### src/rtl/dmem_access_ctrl.sv
// Data-memory initiator: single outstanding LDUR/STUR request, registered strobes,
// one-cycle-latency read capture and a tagged response with address-error rejection.
module dmem_access_ctrl #(
  parameter int ADDR_W  = 8,
  parameter int DATA_W  = 64,
  parameter int WDATA_W = 32,
  parameter int TAG_W   = 5,
  parameter int CNT_W   = 16
) (
  input  logic               clk,
  input  logic               reset,
  input  logic               req_valid,
  output logic               req_ready,
  input  logic               req_write,
  input  logic [63:0]        req_addr,
  input  logic [WDATA_W-1:0] req_wdata,
  input  logic [TAG_W-1:0]   req_tag,
  output logic               resp_valid,
  input  logic               resp_ready,
  output logic [DATA_W-1:0]  resp_rdata,
  output logic               resp_write,
  output logic               resp_err,
  output logic [TAG_W-1:0]   resp_tag,
  output logic               read_data_flag,
  output logic               write_data_flag,
  output logic [ADDR_W-1:0]  address_of_data,
  output logic [WDATA_W-1:0] data_to_write,
  input  logic [DATA_W-1:0]  data_read_out,
  output logic [CNT_W-1:0]   load_count,
  output logic [CNT_W-1:0]   store_count
);

  typedef enum logic [1:0] {IDLE, ISSUE, CAPT, RESP} state_t;

  state_t state_reg;
  logic   addr_err;
  logic   accept;

  // Byte address must be doubleword aligned and fall inside the 2^ADDR_W word window.
  assign addr_err  = (req_addr[2:0] != 3'b000) || (req_addr[63:ADDR_W+3] != '0);
  assign req_ready = (state_reg == IDLE) && !reset;
  assign accept    = req_valid && req_ready;

  always_ff @(posedge clk) begin
    if (reset) begin
      state_reg       <= IDLE;
      resp_valid      <= 1'b0;
      resp_rdata      <= '0;
      resp_write      <= 1'b0;
      resp_err        <= 1'b0;
      resp_tag        <= '0;
      read_data_flag  <= 1'b0;
      write_data_flag <= 1'b0;
      address_of_data <= '0;
      data_to_write   <= '0;
      load_count      <= '0;
      store_count     <= '0;
    end else begin
      case (state_reg)
        IDLE: begin
          if (accept) begin
            resp_tag   <= req_tag;
            resp_write <= req_write;
            if (addr_err) begin
              // Rejected requests skip memory entirely and answer next cycle.
              resp_err   <= 1'b1;
              resp_rdata <= '0;
              resp_valid <= 1'b1;
              state_reg  <= RESP;
            end else begin
              resp_err        <= 1'b0;
              address_of_data <= req_addr[ADDR_W+2:3];
              data_to_write   <= req_wdata;
              read_data_flag  <= !req_write;
              write_data_flag <= req_write;
              state_reg       <= ISSUE;
            end
          end
        end
        ISSUE: begin
          read_data_flag  <= 1'b0;
          write_data_flag <= 1'b0;
          if (resp_write) begin
            resp_rdata  <= '0;
            resp_valid  <= 1'b1;
            store_count <= store_count + CNT_W'(1);
            state_reg   <= RESP;
          end else begin
            state_reg <= CAPT;
          end
        end
        CAPT: begin
          // Memory read data is valid the cycle after the read strobe.
          resp_rdata <= data_read_out;
          resp_valid <= 1'b1;
          load_count <= load_count + CNT_W'(1);
          state_reg  <= RESP;
        end
        RESP: begin
          if (resp_ready) begin
            resp_valid <= 1'b0;
            state_reg  <= IDLE;
          end
        end
        default: state_reg <= IDLE;
      endcase
    end
  end

endmodule

### config.mk
export PLATFORM = sky130hd
export DESIGN_NAME = dmem_access_ctrl
export DESIGN_NICKNAME = d
export VERILOG_FILES = /design/src/rtl/dmem_access_ctrl.sv
export SDC_FILE = /design/constraint.sdc
export NUM_CORES = 1
export LEC_CHECK = 0
export CAP_MARGIN = 20
export CORE_ASPECT_RATIO = 1.5
export CORE_MARGIN = 3
export CORE_UTILIZATION = 39
export DETAILED_ROUTE_END_ITERATION = 8
export HOLD_SLACK_MARGIN = 0.02
export PLACE_DENSITY_LB_ADDON = 0.25
export SLEW_MARGIN = 10
export SYNTH_ARGS = -nofsm -noshare
export SYNTH_HDL_FRONTEND = slang
export SYNTH_SLANG_ARGS = --single-unit
### constraint.sdc
create_clock -name clk -period 2.6 [get_ports clk]
set_input_delay 0.52 -clock clk [delete_from_list [all_inputs] [get_ports clk]]
set_output_delay 0.52 -clock clk [all_outputs]
set_load 0.01 [all_outputs]
Yosys cells after proc, flatten, opt, wreduce, memory -nomap -nowiden. Cells that the tools add are included.

Register bits: 148. Bits in latches: 0. Memory bits (writable): 0. Memory bits (read-only): 0. Logic and storage cells: 61. Memories: 0.

Add/sub/neg operators: 2. Multiply operators: 0. Div/mod/pow operators: 0. Order comparisons: 0. Eq/ne operators: 8. Shift-type cells: 0. Multiplexer cells: 21. Bitwise gates (word level): 1. Reduce and logical (&&, ||, !) cells: 17.

Operators by type and width (number): 64-bit two-way mux (3); 64-bit case mux with 3 select lines (1); 53-bit nonzero test (1); 16-bit by 1-bit adder with 16-bit output, second input constant (2); 1-bit two-way mux (10); 2-bit != test, second input constant (5); 2-bit case mux with 4 select lines (1); 4-bit AND reduction (2); 2-bit two-way mux (3); 2-bit AND reduction (3); 3-bit AND reduction (2); 3-bit nonzero test (2); 2-bit == test, second input constant (2); 1-bit case mux with 2 select lines (2); 1-bit case mux with 4 select lines (1); 2-bit by 1-bit == test with 1-bit output, second input constant (1); 1-bit logical AND (2); 1-bit zero test (2); 2-bit zero test (1); 2-bit nonzero test (1); 1-bit logical OR (1); 1-bit NOT (1).

Longest topological paths before layout. Gate-level depths: netlist of run 1.

Word-level depth: 5. Mapped depth: 10. Mapped depth without buffers: 8.

Worst setup path before layout of run 1. Ideal clock, no wire load.

Path kind: input -> register. Start: input reset. End: register resp_rdata[4]. Setup time: 0.071 ns. Arrival: 1.944 ns. Required time: 2.529 ns. Path slack: 0.586 ns. Stages on the path: 9. Path buffers: 3. Cell sequence: clkbuf_1 -> nor2b_1 -> nand2_1 -> nand2_1 -> and2_1 -> buf_2 -> buf_1 -> nand4_1 -> a21oi_1.

Cells in the longest elaborated chain, start to end: 5.

RTL lines: start, declared (RTL line 11) `input logic reset,`; 1-bit zero test (RTL line 41) `assign req_ready = (state_reg == IDLE) && !reset;`; 1-bit logical AND (RTL line 41); named net req_ready (RTL line 13) `output logic req_ready,`; 1-bit logical AND (RTL line 42) `assign accept = req_valid && req_ready;`; 2-bit != test (no source line); 4-bit AND reduction (no source line); end signal, assigned (RTL line 94) `resp_rdata <= data_read_out;`; end, declared (RTL line 20) `output logic [DATA_W-1:0] resp_rdata,`.

The timed path passes the listed nets, and every way through them passes these cells. A chain may end at the register's enable or synchronous reset.

Final worst setup path of run 1.
Start: input req_addr[52]. End: register resp_rdata[34].

Cells in the longest elaborated chain, start to end: 4.

RTL lines: start, declared (RTL line 15) `input logic [63:0] req_addr,`; 53-bit nonzero test (RTL line 40) `assign addr_err = (req_addr[2:0] != 3'b000) || (req_addr[63:ADDR_W+3] != '0);`; 1-bit logical OR (RTL line 40); 2-bit != test (no source line); 4-bit AND reduction (no source line).

No other way between the ends.

==> results.yml, run 1 <==
min_path:
  min_delay_worst_endpoint: "resp_tag[2]$_SDFFE_PP0P_"
  start_point_of_the_worst_min_delay_path: "resp_tag[2]$_SDFFE_PP0P_"
  hold_path.class: "flop to flop"
  hold-path-cell-count: 2
floorplan:
  floorplan.die.width_um: 107
  fp.dieArea_um2: 16700
  starting_density_of_the_core: 0.402
  fp-row-count: 54
  placeableCoreArea_um2: 14700
  die_height_um: 157
  ios: 317
placed_design:
  gp_congestion: 0.812
  placed_cell_area_um2: 9300
  post-place-ws_ns: -0.0248
  detailedPlacementHpwl_um: 13500
  port-buffer-count: 316
timing:
  fin_crit_ns: 2.24
  finClkSkew_ns: 0.0118
  achievable-frequency_mhz: 447
  final_max_slew_viol_count: 0
  headroom_to_the_max_slew_limit: 0.545
  postLayoutSetupSlackWorst_ns: 0.363
  grt_setup_unrepaired: "false"
  final-setup-viol-count: 0
  worst_pin_slew_ns: 0.682
  final_hold_viol_count: 0
  final.period_utilization: 0.860
cells_and_area:
  largest-register: "resp_rdata"
  final_core_util: 0.674
  area.growth.synth_to_final_pct: 67.6
  largest_registers: "resp_rdata x64, data_to_write x32"
  finalNetCount: 1142
  fill_cells: 1238
  multi_input_combinational_cell_area_um2: 2720
  insertedDiodeCount: 0
  post-route-cell-area_um2: 9930
  layout-drive-gt1-share: 0.0574
  flip_flop_count_of_the_largest_register_all_copies_and_words_added: 64
  register_area_um2: 2960
yosys:
  post_synth_cell_types: 31
  postSynth.topFlopCell: "sky130_fd_sc_hd__dfxtp_1"
  leading_post_synthesis_cells_by_instance_count: "sky130_fd_sc_hd__dfxtp_1 (148), sky130_fd_sc_hd__nand4_1 (75), sky130_fd_sc_hd__a21oi_1 (74), sky130_fd_sc_hd__nor2_1 (74), sky130_fd_sc_hd__o21ai_0 (66)"
  ys_seq_elements: 148
  number_of_enable_type_register_cells_in_the_synthesized_netlist: 0
  postSynthAreaPerCell_um2: 8.82
  synth_most_common_cell: "sky130_fd_sc_hd__dfxtp_1"
  synth.yosys.seq_area_share: 0.500
  syn-cell-area_um2: 5920
  synth.yosys.warnings: 0
  syn_nets: 850
  synthArstFlopShare: 0
  synth_top_cell_by_area: "sky130_fd_sc_hd__dfxtp_1"
  area_share_of_the_leading_cell_type_in_the_synthesized_netlist: 0.500
  leading_post_synthesis_cells_by_cell_area: "sky130_fd_sc_hd__dfxtp_1 (50%), sky130_fd_sc_hd__nand4_1 (7.9%), sky130_fd_sc_hd__mux2i_1 (7.1%), sky130_fd_sc_hd__a21oi_1 (6.3%), sky130_fd_sc_hd__o21ai_0 (5.6%)"
  post_synthesis_cells: 672
run:
  timing.max_cap.violations: 0
grt:
  grt_max_degree: 143
  grt_util_all_layers: 0.222
  number_of_antenna_violations_at_the_first_check_in_global_routing: 0
  grt_pass1_vias: 5963
  grt_first_pass_wirelength_um: 30300
  grt_remaining_overflow: 0
pwr:
  comb_power_share: 0.252
  power.share.switching: 0.296
  p_per_area_nw_per_um2: 702
  vdd_drop_max_mv: 0.468
  power_frac_seq: 0.370
  power.internal_uw: 4910
  total_power_uw: 6970
  power_leakage_uw: 0.00373
  power.net_switching_uw: 2060
  p_clk_frac: 0.378
critical_path:
  r2r_cells: 9
  critical_path.max_fanout: 64
  timing.critical_path.arrival_ns: 2.49
  setup.worst_path.end_class: "flop"
  worstSetupStartpointType: "input port"
  critical_path_class: "input port to flop"
  rr_endpoint: "resp_rdata[42]$_SDFFE_PP0P_"
  r2r_setup_slack_ns: 0.42
  crit-reg2reg-launch: "state_reg[1]$_SDFFE_PP0P_"
  critical_path_required_ns: 2.86
routing:
  num_vias: 6059
  viasPerCell: 5.17
  drt_iter0_drc: 292
  detail-route-antenna-nets: 0
  drt_drc_violations_left: 0
  detailedRoute.firstPassIterationCount: 4
  wl_per_cell_um: 16.3
  wirelength_um: 19100
clock_tree:
  worstSkewPairLatency_ns: 0.41
  post-cts-setup-buffer-count: 0
  clockBufferDepth: 2
  clk_pin_slew_ns: 0.06
  clkSinkCount: 148
  tritoncts: "yes"
  root_buffer: "sky130_fd_sc_hd__clkbuf_16"
  cts-hold-fix-buffers: 0
  cts_buffers: 17
  ctsHtreeMaxLevel: 4
status:
  run_status: "completed"
[area by class of cell]
type / count / area share
Clock inverter: 13 / 0.0197
Timing Repair Buffer: 331 / 0.337
Clock buffer: 18 / 0.0442
Inverter: 4 / 0.00151
Tap cell: 196 / 0.0247
Sequential cell: 148 / 0.298
Multi-Input combinational cell: 462 / 0.274
[repair_timing]
item,CTS,global route
endpoints found under the setup margin,0,1
hold endpoints to repair,0,0
gates resized for setup,0,1
[worst max-delay path by stage]
stage / slack (ns) / from / end / cells after the start
2_1_floorplan: 0.59 / reset / resp_rdata[4]$_SDFFE_PP0P_ / 9
3_3_place_gp: -0.001 / req_addr[52] / resp_rdata[27]$_SDFFE_PP0P_ / 10
3_5_place_dp: -0.02 / req_addr[52] / resp_rdata[55]$_SDFFE_PP0P_ / 10
4_1_cts: 0.05 / state_reg[1]$_SDFFE_PP0P_ / req_ready / 4
5_1_grt: 0.18 / state_reg[1]$_SDFFE_PP0P_ / resp_rdata[37]$_SDFFE_PP0P_ / 9
6_report: 0.36 / req_addr[52] / resp_rdata[34]$_SDFFE_PP0P_ / 10
[logic make-up after synthesis]
family / count (synthesis) / synth area share
XOR/XNOR: 25 / 0.0370
adder cells (fa/ha/maj): 8 / 0.0169
AO/OA/AOI/OAI: 154 / 0.132
AND/OR/NAND/NOR: 233 / 0.200
flip-flops: 148 / 0.500
buffers and inverters: 62 / 0.0427
multiplexers: 42 / 0.0710
[critical path, cell delays in order]
cell and delay (ns):
sky130_fd_sc_hd__clkdlybuf4s50_1 0.40, sky130_fd_sc_hd__nor4_1 0.28, sky130_fd_sc_hd__buf_4 0.17, sky130_fd_sc_hd__nand4_1 0.10, sky130_fd_sc_hd__nor3_2 0.28, sky130_fd_sc_hd__buf_4 0.17, sky130_fd_sc_hd__nand3_2 0.09, sky130_fd_sc_hd__buf_12 0.20
sky130_fd_sc_hd__nand4_1 0.14, sky130_fd_sc_hd__a21oi_1 0.08
[per-layer routing]
metal | global-route usage | share of wire
met5 | 0 | 0
met4 | 0.0701 | 0.020
met1 | 0.265 | 0.39
met2 | 0.372 | 0.50
met3 | 0.0796 | 0.094
[power by group through the flow]
stage | Combinational, uW | Sequential [uW] | Clock [uW]
after floorplan | 781 | 2690 | 0
after global placement | 1760 | 2620 | 0
after detailed placement | 1760 | 2630 | 0
after CTS | 1770 | 2580 | 2690
after global routing | 1900 | 2600 | 2770
final | 1760 | 2580 | 2640
[metrics by stage]
stage / instances / TNS (ns) / hold slack, ns
CTS: 1172 / 0 / 0.461
floorplan: 672 / 0 / 0.480
detailed placement: 1141 / -0.470 / 0.456
global route: 1172 / 0 / 0.479
global placement: 1141 / -0.000962 / 0.447
finish: 1172 / 0 / 0.456
[layout by cell type, fill, tap and decap left out, types with 14 or more instances in the layout]
cell type / count
sky130_fd_sc_hd__clkdlybuf4s50_1: 314
sky130_fd_sc_hd__dfxtp_1: 148
sky130_fd_sc_hd__nand4_1: 75
sky130_fd_sc_hd__nor2_1: 74
sky130_fd_sc_hd__a21oi_1: 74
sky130_fd_sc_hd__o21ai_0: 66
sky130_fd_sc_hd__mux2i_1: 42
sky130_fd_sc_hd__nand2_1: 32
sky130_fd_sc_hd__xor2_1: 19
sky130_fd_sc_hd__clkbuf_16: 17
sky130_fd_sc_hd__nor4_1: 14
Note: power is estimated with default switching activity, not from simulation.
==> inputs of run 2 (changes only) <==
CORE_MARGIN = unset   (was 3)
==> run 2 against run 1 <==
Register-to-register slack got worse by 0.03 ns. Clock power fell by 8.0%. Clock skew fell by 0.0027 ns. Count of clock-buffer cells in the layout rose by 1. Power fell by 3.1%. Worst hold slack improved by 0.0090 ns. Critical path type is now flop to primary output.
==> results.yml, run 2 (synthesis gave the netlist of run 1 again) <==
clock_tree:
  ctsHtreeMaxLevel: 4
  worstSkewPairLatency_ns: 0.41
  root_buffer: "sky130_fd_sc_hd__clkbuf_16"
  post-cts-setup-buffer-count: 0
  clockBufferDepth: 2
  tritoncts: "yes"
  clkSinkCount: 148
  clk_pin_slew_ns: 0.06
  cts_buffers: 17
run:
  timing.max_cap.violations: 0
critical_path:
  worstSetupStartpointType: "flop"
  cp_slowest_stage_delay_ns: 0.57
  critical_path_required_ns: 2.08
  critical_path.max_fanout: 6
  timing.critical_path.arrival_ns: 1.93
  r2r_setup_slack_ns: 0.39
  critical_path_class: "flop to primary output"
  crit_path_top_delay_cell: "sky130_fd_sc_hd__clkdlybuf4s50_1"
  setup.worst_path.end_class: "primary output"
  path_cells: "inv_1 -> ha_1 -> nor2b_2 -> clkdlybuf4s50_1"
grt:
  grt_pass1_vias: 6046
  global_route.peak_usage_layer: "met2"
  met2_usage: 0.403
  number_of_antenna_violations_at_the_first_check_in_global_routing: 0
  grt_first_pass_wirelength_um: 29700
  gr_met1_demand_resource: 0.268
  grt_remaining_overflow: 0
  grt_util_all_layers: 0.239
  global_route_met3_utilization: 0.0951
  grt_max_degree: 82
status:
  run_status: "completed"
cells_and_area:
  post-route-cell-area_um2: 9840
  most-common-layout-cells: "sky130_fd_sc_hd__clkdlybuf4s50_1 (315), sky130_fd_sc_hd__dfxtp_1 (148), sky130_fd_sc_hd__nand4_1 (75)"
  layout_commonest_cell: "sky130_fd_sc_hd__clkdlybuf4s50_1"
  largest-register: "resp_rdata"
  layout-drive-gt1-share: 0.0564
  final_core_util: 0.671
  flip_flop_count_of_the_largest_register_all_copies_and_words_added: 64
  largest_registers: "resp_rdata x64, data_to_write x32"
  area.growth.synth_to_final_pct: 66.1
  finalNetCount: 1140
  insertedDiodeCount: 0
timing:
  finClkSkew_ns: 0.00916
  final-setup-viol-count: 0
  worst_pin_slew_ns: 0.846
  headroom_to_the_max_slew_limit: 0.436
  hold_slack_ns: 0.465
  grt_setup_unrepaired: "false"
  totalNegativeSetupSlack_ns: 0
  final_max_slew_viol_count: 0
  final_hold_viol_count: 0
  fin_crit_ns: 2.45
  achievable-frequency_mhz: 408
  final.period_utilization: 0.942
pwr:
  power_leakage_uw: 0.00366
  power.share.switching: 0.307
  power_frac_seq: 0.381
  vdd_drop_max_mv: 0.486
  power.net_switching_uw: 2070
  comb_power_share: 0.260
  p_per_area_nw_per_um2: 687
  p_clk_frac: 0.359
  power.internal_uw: 4690
placed_design:
  placed_cell_area_um2: 9260
  port-buffer-count: 316
  gp_congestion: 0.779
  detailedPlacementHpwl_um: 13200
floorplan:
  placeableCoreArea_um2: 14700
  floorplan.die.width_um: 103
  ios: 317
  fp-row-count: 54
  die_height_um: 153
  fp.dieArea_um2: 15700
  starting_density_of_the_core: 0.404
routing:
  drt_iter0_drc: 174
  drt_drc_violations_left: 0
  num_vias: 6066
  viasPerCell: 5.18
  wirelength_um: 18700
  detail-route-antenna-nets: 0
  detailedRoute.firstPassIterationCount: 5
  wl_per_cell_um: 16.0
min_path:
  hold_path.class: "flop to flop"
[run 2: worst max-delay path: cells and delay by family (launching register included)]
family | cells | cell delay [ns]
adders and majority gates | 1 | 0.24
buffers and inverters | 2 | 0.70
DFF | 1 | 0.36
and+or+nand+nor | 1 | 0.22
[run 2: final cells by class]
| cell class | instances | area (um^2) |
|---|---|---|
| fillers | 1206 | 4820 |
| clock inverters | 13 | 150 |
| well taps | 196 | 245 |
| multi-input cells | 462 | 2730 |
| repair buffers | 329 | 3310 |
| flip-flops and latches | 148 | 2960 |
| inverters | 4 | 15.0 |
| clock buffers | 19 | 433 |
[run 2: timing repair]
item / CTS / global route
hold buffers: 0 / 0
gates resized for setup: 0 / 1
hold endpoints to repair: 0 / 0
endpoints found under the setup margin: 0 / 1
[run 2: power groups by stage]
stage                     Combinational (uW)  Sequential, uW  Clock, uW
after floorplan                          781            2690          0
after CTS                               1770            2580       2490
after global placement                  1760            2620          0
final                                   1760            2570       2430
after global routing                    1920            2600       2590
after detailed placement                1760            2630          0
[run 2: per-layer routing]
layer / vias to the layer above / wire length (um)
met4: 0 / 355
met2: 256 / 9300
met3: 35 / 1940
met5: - / 0
li1: 2978 / -
met1: 2797 / 7140
[run 2: stage by stage]
stage	std cells	power, uW	setup slack (ns)
4_1_cts	1171	6830	0.0374
6_report	1171	6760	0.150
3_3_place_gp	1139	4380	0.0708
2_1_floorplan	672	3480	0.586
5_1_grt	1171	7110	0.0453
3_5_place_dp	1139	4380	0.0389
[run 2: final timing paths]
| check | startpoint | cells after the start | to |
|---|---|---|---|
| max | state_reg[0]$_SDFFE_PP0P_ | 4 | req_ready |
| min | resp_tag[1]$_SDFFE_PP0P_ | 2 | resp_tag[1]$_SDFFE_PP0P_ |
| max reg2reg | state_reg[0]$_SDFFE_PP0P_ | 9 | resp_rdata[16]$_SDFFE_PP0P_ |
| min reg2reg | resp_tag[1]$_SDFFE_PP0P_ | 2 | resp_tag[1]$_SDFFE_PP0P_ |
==> inputs of run 3 (changes only) <==
CORE_AREA = 2 2 122 124   (was unset)
CORE_ASPECT_RATIO = unset   (was 1.5)
CORE_UTILIZATION = unset   (was 39)
DIE_AREA = 0 0 124 126   (was unset)
clock period = 3.1 ns   (was 2.6 ns; I/O delays follow)
==> run 3 against run 2 <==
Sequential power is 16% lower. First-iteration DRC count is 100% higher. Routed wire length is 1.6% higher. Global-route usage hardly changed. Power is 14% lower. Non-clock buffer count is 4 lower. Core utilization is 1.5 points higher. Clock skew is 0.0021 ns higher. Die area is 0.47% lower. Sequential share of layout area is 0.069 points higher. Clock power is 11% lower.
==> results.yml, run 3 (synthesis gave the netlist of run 1 again) <==
cells_and_area:
  largest_registers: "resp_rdata x64, data_to_write x32"
  final_core_util: 0.686
  fill_cells: 1204
  layout-drive-gt1-share: 0.0505
  insertedDiodeCount: 0
  largest-register: "resp_rdata"
  layout_commonest_cell: "sky130_fd_sc_hd__clkdlybuf4s50_1"
  most-common-layout-cells: "sky130_fd_sc_hd__clkdlybuf4s50_1 (315), sky130_fd_sc_hd__dfxtp_1 (148), sky130_fd_sc_hd__nand4_1 (75)"
  flip_flop_count_of_the_largest_register_all_copies_and_words_added: 64
  finalNetCount: 1136
  post_route_insts_no_fill: 1154
  area.growth.synth_to_final_pct: 65.8
routing:
  viasPerCell: 5.27
  num_vias: 6081
  wirelength_um: 19000
  drt_iter0_drc: 348
  detailedRoute.firstPassIterationCount: 5
  detail-route-antenna-nets: 0
  drt_drc_violations_left: 0
  wl_per_cell_um: 16.5
grt:
  grt_pass1_vias: 5966
  grt_remaining_overflow: 0
  grt_first_pass_wirelength_um: 29500
  number_of_antenna_violations_at_the_first_check_in_global_routing: 1
  grt_util_all_layers: 0.239
  grt_max_degree: 87
timing:
  final.period_utilization: 0.832
  final_hold_viol_count: 0
  grt_setup_unrepaired: "false"
  achievable-frequency_mhz: 388
  totalNegativeSetupSlack_ns: 0
  fin_crit_ns: 2.58
  worst_pin_slew_ns: 0.936
  headroom_to_the_max_slew_limit: 0.376
  final-setup-viol-count: 0
  final_max_slew_viol_count: 0
  finClkSkew_ns: 0.0113
pwr:
  power.internal_uw: 4090
  power.net_switching_uw: 1690
  power.share.switching: 0.293
  p_per_area_nw_per_um2: 589
  comb_power_share: 0.253
  p_clk_frac: 0.374
  power_leakage_uw: 0.00366
  vdd_drop_max_mv: 0.293
  power_frac_seq: 0.373
min_path:
  start_point_of_the_worst_min_delay_path: "resp_tag[1]$_SDFFE_PP0P_"
  hold-path-cell-count: 2
  min_delay_worst_endpoint: "resp_tag[1]$_SDFFE_PP0P_"
  hold_path.class: "flop to flop"
clock_tree:
  ctsHtreeMaxLevel: 4
  tritoncts: "yes"
  clk_pin_slew_ns: 0.06
  cts_buffers: 17
  root_buffer: "sky130_fd_sc_hd__clkbuf_16"
  post_cts_gate_resize_count: 0
  cts-hold-fix-buffers: 0
  worstSkewPairLatency_ns: 0.41
  clockBufferDepth: 2
  post-cts-setup-buffer-count: 0
  clkSinkCount: 148
critical_path:
  r2r_cells: 9
  setup.worst_path.end_class: "primary output"
  crit-reg2reg-launch: "state_reg[0]$_SDFFE_PP0P_"
  path_cells: "inv_1 -> ha_1 -> nor2b_1 -> clkdlybuf4s50_1"
  cp_slowest_stage_delay_ns: 0.59
  worstSetupStartpointType: "flop"
  critical_path.max_fanout: 6
  r2r_setup_slack_ns: 0.78
  timing.critical_path.arrival_ns: 1.96
  critical_path_required_ns: 2.48
  critical_path_class: "flop to primary output"
  crit_path_top_delay_cell: "sky130_fd_sc_hd__clkdlybuf4s50_1"
  rr_endpoint: "resp_rdata[40]$_SDFFE_PP0P_"
floorplan:
  die_height_um: 126
  fp-row-count: 44
  starting_density_of_the_core: 0.414
  floorplan.die.width_um: 124
  ios: 317
  fp.dieArea_um2: 15600
  placeableCoreArea_um2: 14300
placed_design:
  place_inst: 1123
  gp_congestion: 0.778
  detailedPlacementHpwl_um: 13200
  port-buffer-count: 316
status:
  run_status: "completed"
run:
  timing.max_cap.violations: 0
[run 3: changes by cell type in the layout (fill, tap and decap cells not counted), sizes merged]
cell      previous run  this run
inv                  8         7
clkinvlp             5         3
bufinv               2         4
buf                 14        10
clkbuf              19        20
clkinv               2         1
[run 3: critical path: cells and delay by family (launching register included)]
family,cells,cell delay [ns]
adders and majority gates,1,0.25
and+or+nand+nor,1,0.22
DFF,1,0.36
buffers and inverters,2,0.72
[run 3: area by class of cell]
class                           count  area [um^2]  area share
Timing Repair Buffer              325         3270       0.333
Sequential cell                   148         2960       0.302
Multi-Input combinational cell    462         2730       0.278
Clock inverter                     11          174      0.0177
Tap cell                          184          230      0.0234
Clock buffer                       20          447      0.0455
Inverter                            4         15.0     0.00153
[run 3: how the worst max path moves through the flow]
stage                                    startpoint                          to  slack [ns]
after global routing      state_reg[1]$_SDFFE_PP0P_                   req_ready        0.39
after detailed placement               req_addr[52]     resp_valid$_SDFFE_PP0P_        0.26
after global placement                 req_addr[47]     resp_valid$_SDFFE_PP0P_        0.32
final                     state_reg[0]$_SDFFE_PP0P_                   req_ready        0.52
after CTS                 state_reg[0]$_SDFFE_PP0P_                   req_ready        0.50
after floorplan                               reset  resp_rdata[4]$_SDFFE_PP0P_        0.99
[run 3: metal layers]
layer / wire length (um) / global-route usage / vias to the layer above
li1: - / - / 2973
met1: 7280 / 0.265 / 2798
met2: 9110 / 0.398 / 280
met3: 2280 / 0.114 / 30
met4: 363 / 0.0833 / 0
met5: 0 / 0 / -
[run 3: power groups by stage]
| stage | Clock, uW | Sequential, uW | Combinational (uW) |
|---|---|---|---|
| after floorplan | 0 | 2260 | 655 |
| after global placement | 0 | 2190 | 1460 |
| after detailed placement | 0 | 2200 | 1460 |
| after CTS | 2200 | 2160 | 1470 |
| after global routing | 2290 | 2180 | 1590 |
| final | 2160 | 2160 | 1460 |
[run 3: per-stage QoR]
stage / area (um^2) / setup slack (ns) / hold WS (ns) / power [uW]
floorplan: 5920 / 0.986 / 0.480 / 2910
global placement: 9200 / 0.315 / 0.444 / 3650
detailed placement: 9200 / 0.261 / 0.454 / 3660
CTS: 9820 / 0.501 / 0.461 / 5830
global route: 9820 / 0.389 / 0.485 / 6060
finish: 9820 / 0.520 / 0.459 / 5780
